### src/rtl/router_pkg.sv
// Shared router types and constants: port naming, arbiter states and the
// default downstream buffer depth used by the input buffers and arbiters.
package router_pkg;

    localparam int unsigned NUM_PORTS       = 5;
    localparam int unsigned DEFAULT_CREDITS = 4;

    typedef enum logic [2:0] {
        PORT_N,
        PORT_E,
        PORT_S,
        PORT_W,
        PORT_L
    } port_e;

    typedef enum logic {
        ARB_IDLE,
        ARB_LOCKED
    } arb_state_e;

endpackage

### src/rtl/rr_picker.sv
// Combinational round-robin picker: the first requester at or above ptr,
// wrapping around, wins. Returns the winner both one-hot and as an index.
module rr_picker
    import router_pkg::*;
#(
    parameter int unsigned N     = NUM_PORTS,
    parameter int unsigned IDX_W = (N > 1) ? $clog2(N) : 1
) (
    input  logic [N-1:0]     req,
    input  logic [IDX_W-1:0] ptr,
    output logic [N-1:0]     onehot,
    output logic [IDX_W-1:0] idx,
    output logic             any
);

    logic [2*N-1:0] dbl;
    logic [N-1:0]   rot;
    logic [IDX_W:0] off;
    logic [IDX_W:0] sum;

    // Rotate so bit 0 of rot is the input at ptr; the lowest set bit of rot
    // is then the winner's offset from ptr.
    always_comb begin
        dbl = {req, req} >> ptr;
        rot = dbl[N-1:0];
        off = '0;
        for (int unsigned j = N; j > 0; j--) begin
            if (rot[j-1]) begin
                off = (IDX_W + 1)'(j - 1);
            end
        end
        sum    = off + {1'b0, ptr};
        idx    = (sum >= (IDX_W + 1)'(N)) ? IDX_W'(sum - (IDX_W + 1)'(N)) : IDX_W'(sum);
        any    = |req;
        onehot = any ? (N'(1) << idx) : '0;
    end

endmodule

### src/rtl/xbar_port_arbiter.sv
// Per-output wormhole arbiter: locks the output to one input from head to
// tail flit, drives the crossbar select and gates transfers on credits.
module xbar_port_arbiter
    import router_pkg::*;
#(
    parameter int unsigned NUM_IN  = NUM_PORTS,
    parameter int unsigned CREDITS = DEFAULT_CREDITS
) (
    input  logic                      clk,
    input  logic                      rst_n,
    input  logic [NUM_IN-1:0]         req_i,
    input  logic [NUM_IN-1:0]         tail_i,
    input  logic                      credit_ret_i,
    output logic [NUM_IN-1:0]         grant_o,
    output logic [$clog2(NUM_IN)-1:0] sel_o,
    output logic                      valid_o,
    output logic                      busy_o,
    output logic                      credit_err_o
);

    localparam int unsigned SEL_W = $clog2(NUM_IN);
    localparam int unsigned CNT_W = $clog2(CREDITS + 1);
    localparam logic [CNT_W-1:0] CNT_FULL = CNT_W'(CREDITS);

    arb_state_e        state, state_next;
    logic [SEL_W-1:0]  owner, owner_next;
    logic [NUM_IN-1:0] owner_oh, owner_oh_next;
    logic [SEL_W-1:0]  ptr, ptr_next;
    logic [CNT_W-1:0]  cnt, cnt_next;
    logic              credit_err, credit_err_next;

    logic [NUM_IN-1:0] pick_onehot;
    logic [SEL_W-1:0]  pick_idx;
    logic              pick_any;
    logic              fire;

    rr_picker #(
        .N     (NUM_IN),
        .IDX_W (SEL_W)
    ) u_picker (
        .req    (req_i),
        .ptr    (ptr),
        .onehot (pick_onehot),
        .idx    (pick_idx),
        .any    (pick_any)
    );

    always_comb begin
        fire = (state == ARB_LOCKED) && req_i[owner] && (cnt != '0);
    end

    always_ff @(posedge clk or negedge rst_n) begin
        if (!rst_n) begin
            state      <= ARB_IDLE;
            owner      <= '0;
            owner_oh   <= NUM_IN'(1);
            ptr        <= '0;
            cnt        <= CNT_FULL;
            credit_err <= 1'b0;
        end else begin
            state      <= state_next;
            owner      <= owner_next;
            owner_oh   <= owner_oh_next;
            ptr        <= ptr_next;
            cnt        <= cnt_next;
            credit_err <= credit_err_next;
        end
    end

    // Arbitration ignores credits; a lock may be held with cnt=0 and simply
    // waits for returns.
    always_comb begin
        state_next    = state;
        owner_next    = owner;
        owner_oh_next = owner_oh;
        ptr_next      = ptr;
        unique case (state)
            ARB_IDLE: begin
                if (pick_any) begin
                    state_next    = ARB_LOCKED;
                    owner_next    = pick_idx;
                    owner_oh_next = pick_onehot;
                    ptr_next      = (pick_idx == SEL_W'(NUM_IN - 1)) ? '0 : pick_idx + SEL_W'(1);
                end
            end
            ARB_LOCKED: begin
                if (fire && tail_i[owner]) begin
                    state_next = ARB_IDLE;
                end
            end
            default: begin
                state_next = ARB_IDLE;
            end
        endcase
    end

    // A return with the counter already full has nowhere to go: drop it and
    // raise the sticky error.
    always_comb begin
        cnt_next        = cnt;
        credit_err_next = credit_err;
        if (fire && !credit_ret_i) begin
            cnt_next = cnt - CNT_W'(1);
        end else if (!fire && credit_ret_i) begin
            if (cnt == CNT_FULL) begin
                credit_err_next = 1'b1;
            end else begin
                cnt_next = cnt + CNT_W'(1);
            end
        end
    end

    always_comb begin
        grant_o      = fire ? owner_oh : '0;
        sel_o        = owner;
        valid_o      = fire;
        busy_o       = (state == ARB_LOCKED);
        credit_err_o = credit_err;
    end

endmodule

### config.mk
export PLATFORM = sky130hd
export DESIGN_NAME = xbar_port_arbiter
export DESIGN_NICKNAME = d
export VERILOG_FILES = /design/src/rtl/router_pkg.sv /design/src/rtl/rr_picker.sv /design/src/rtl/xbar_port_arbiter.sv
export SDC_FILE = /design/constraint.sdc
export NUM_CORES = 1
export LEC_CHECK = 0
export CORE_MARGIN = 10
export CORE_UTILIZATION = 39
export CTS_BUF_LIST = sky130_fd_sc_hd__clkbuf_8
export DETAILED_ROUTE_END_ITERATION = 10
export HOLD_SLACK_MARGIN = 0.15
export MAX_ROUTING_LAYER = met4
export PLACE_DENSITY = 0.61
export SLEW_MARGIN = 15
export SYNTH_ARGS = -nofsm -noshare
export SYNTH_HDL_FRONTEND = slang
export SYNTH_SLANG_ARGS = --single-unit
export TNS_END_PERCENT = 50
### constraint.sdc
create_clock -name clk -period 4.84 [get_ports clk]
set_input_delay 1.21 -clock clk [delete_from_list [all_inputs] [get_ports clk]]
set_output_delay 1.21 -clock clk [all_outputs]
set_load 0.01 [all_outputs]
==> run metrics <==
post-synthesis cell type count 52; Worst Path Max Fanout 6; outcome finished clean; Critical Path AT 4.68 ns; Reg-to-Reg Start ptr[0]$_DFFE_PN0P_; commonest non-fill, non-tap cell in the layout nand2_1; Core ar. 0.00363 mm2; TritonCTS clock tree done; crit path kind in2reg; Root Buffer clkbuf_8; clk sinks 16; Final Setup Violations 0; Least-Margin Pin Slew 0.679 ns; syn_area_per_cell 8.71 um2; met3 usage 0.0210; Hold Worst Slack 0.477 ns; PortBufs 23; drt drc 0; gr ovfl total 0; wire per inst 14.0 um; clk slew on worst S/H paths 0.06 ns; Worst path max stage delay 0.54 ns; RSZ-0062 raised after global routing false; Req. time, crit path 5.00 ns; Mapped Cells 168; initial core utilization 0.403; Layout Cell Area excl Fill 0.00191 mm2; GRT Max-Usage Layer met2; DIE AREA 0.00660 mm2; R2R Path End ptr[2]$_DFFE_PN0P_; first-pass GRT wire length 6.19 mm; 1st-pass router iterations 4; synthesized area 0.00146 mm2; clk_lat worst skew 0.24 ns; register area 403 um2; async set or reset register ratio after synthesis 1.00; global-route usage over all layers 0.115; GR Layer Usage met1 0.151; Slew headroom 0.546; Startpoint Class primary input; worst hold path class reg2reg; HP Start owner_oh[3]$_DFFE_PN0P_; layout cells sized above 1 0.186; CP dominant cell by count ha_1; CTS Buffer Depth 2; Setup TNS 0 ns; Syn. warnings 0; total number of vias 1305; fin nets 232; flops & latches, synth 16; syn nets 195; hold path endpoint owner_oh[3]$_DFFE_PN0P_; FMAX 221 MHz; r2r setup slk 0.68 ns; Worst setup EP type register; die width 81.3 um; R2R depth 17; number of nets with antenna violations after routing 0; number of global-route vias before repair 1342; crit-path cells dlymetal6s2s_1 -> nor3b_1 -> o41a_1 -> o211ai_1 -> o21ai_2 -> ha_2 -> fa_1 -> inv_1 -> ha_1 -> nor2b_1 -> o22ai_2 -> nand2_1 -> o21ai_2 -> inv_1 -> ha_1 -> ha_1 -> o31ai_2; min Tclk post-route 4.52 ns; largest net degree at the start of global routing 18; ys flop type dfrtp_1; cts hold-fix bufs 0; fill cell count 366; CTS buffer count 3; post-DR vias/cell 5.18; post-synthesis sequential area ratio 0.275; antenna violations before repair 0; DP HPWL 2.68 mm; Max Slew Vio Count 0; Fin. Hold Viols 0; Hold Path Depth 2; die height 81.3 um; Clock Skew 0.00233 ns; placer congestion estimate 0.784; Final Cycle Share 0.934; H-tree depth 1; Diodes inserted 0; CP max-delay cell fa_1; Layout area overhead 30.4%; multi-input logic area 965 um2; Post-synth EDFFs 0; final wirelength 3.52 mm; most frequent cells in the layout nand2_1 (21), clkdlybuf4s50_1 (18), buf_4 (15); initial DRC count 33; DP Area 0.00181 mm2; met2 track utilization from global routing 0.183; Max Cap Viol 0; io pins 24; Rows 22
final cells by class:
class / instances / share of cell area
Tap cell: 48 / 0.0315
Multi-Input combinational cell: 129 / 0.505
Sequential cell: 16 / 0.211
Timing Repair Buffer: 39 / 0.192
Clock buffer: 4 / 0.0288
Inverter: 16 / 0.0315
how the worst max path moves through the flow:
stage                     startpoint                 end  cells after the start
after floorplan             req_i[4]  ptr[2]$_DFFE_PN0P_                     17
final                       req_i[3]  ptr[2]$_DFFE_PN0P_                     17
after global routing        req_i[3]  ptr[2]$_DFFE_PN0P_                     17
after global placement      req_i[0]  ptr[2]$_DFFE_PN0P_                     17
after CTS                   req_i[0]  ptr[2]$_DFFE_PN0P_                     17
after detailed placement    req_i[1]  ptr[2]$_DFFE_PN0P_                     17
cells in the mapped netlist (2+ instances only):
cell type | instances | area, um2
a21oi_1 | 9 | 45.0
a31oi_1 | 2 | 12.5
and2_1 | 6 | 37.5
buf_2 | 2 | 10.0
buf_6 | 3 | 33.8
dfrtp_1 | 14 | 350
dfstp_2 | 2 | 52.6
fa_1 | 2 | 40.0
ha_1 | 12 | 150
inv_1 | 14 | 52.6
inv_2 | 2 | 7.51
mux2i_1 | 4 | 40.0
mux4_2 | 2 | 45.0
nand2_1 | 21 | 78.8
nand2b_1 | 4 | 25.0
nor2_1 | 10 | 37.5
nor3_1 | 2 | 10.0
nor3b_1 | 2 | 15.0
o211ai_1 | 3 | 22.5
o21ai_0 | 8 | 40.0
o21ai_1 | 9 | 45.0
o31ai_1 | 3 | 22.5
or4bb_1 | 2 | 22.5
xnor2_1 | 2 | 17.5
metrics by stage:
step           std cells  utilization  setup slack, ns
3_5_place_dp         247        0.499           -0.223
5_1_grt              252        0.525           0.0894
4_1_cts              251        0.514           0.0633
6_report             252        0.525            0.318
3_3_place_gp         247        0.499           -0.120
2_1_floorplan        168            -            0.263
registers in the layout, indices dropped and copies added (netlist names):
register / cells
sel_o: 3
owner_oh: 5
busy_o: 1
ptr: 3
cnt: 3
credit_err_o: 1
kinds of logic after synthesis:
family | count (synthesis) | synth area share
AO/OA/AOI/OAI | 47 | 0.215
buffers and inverters | 23 | 0.0786
AND/OR/NAND/NOR | 57 | 0.205
XOR/XNOR | 3 | 0.0231
flip-flops | 16 | 0.275
adder cells (fa/ha/maj) | 14 | 0.130
multiplexers | 8 | 0.0735
critical path: cells and delay by family:
family	cells	cell delay [ns]
adders and majority gates	5	1.42
AOI/OAI and AO/OA	6	1.28
and+or+nand+nor	3	0.42
buffers and inverters	3	0.34
repair_timing:
item	4_1_cts	5_1_grt
pin swaps	0	5
setup buffers	0	1
setup endpoints to repair	1	6
gates resized for setup	1	10
layer usage:
layer  vias to the layer above  share of wire
met5                         -              0
met4                         0         0.0054
met3                         2          0.042
met2                        18           0.46
met1                       616           0.49
li1                        669              -
Power is left out: the tool's default activity adds up to more than one toggle a clock period on the data nets, which glitch-free logic cannot reach.
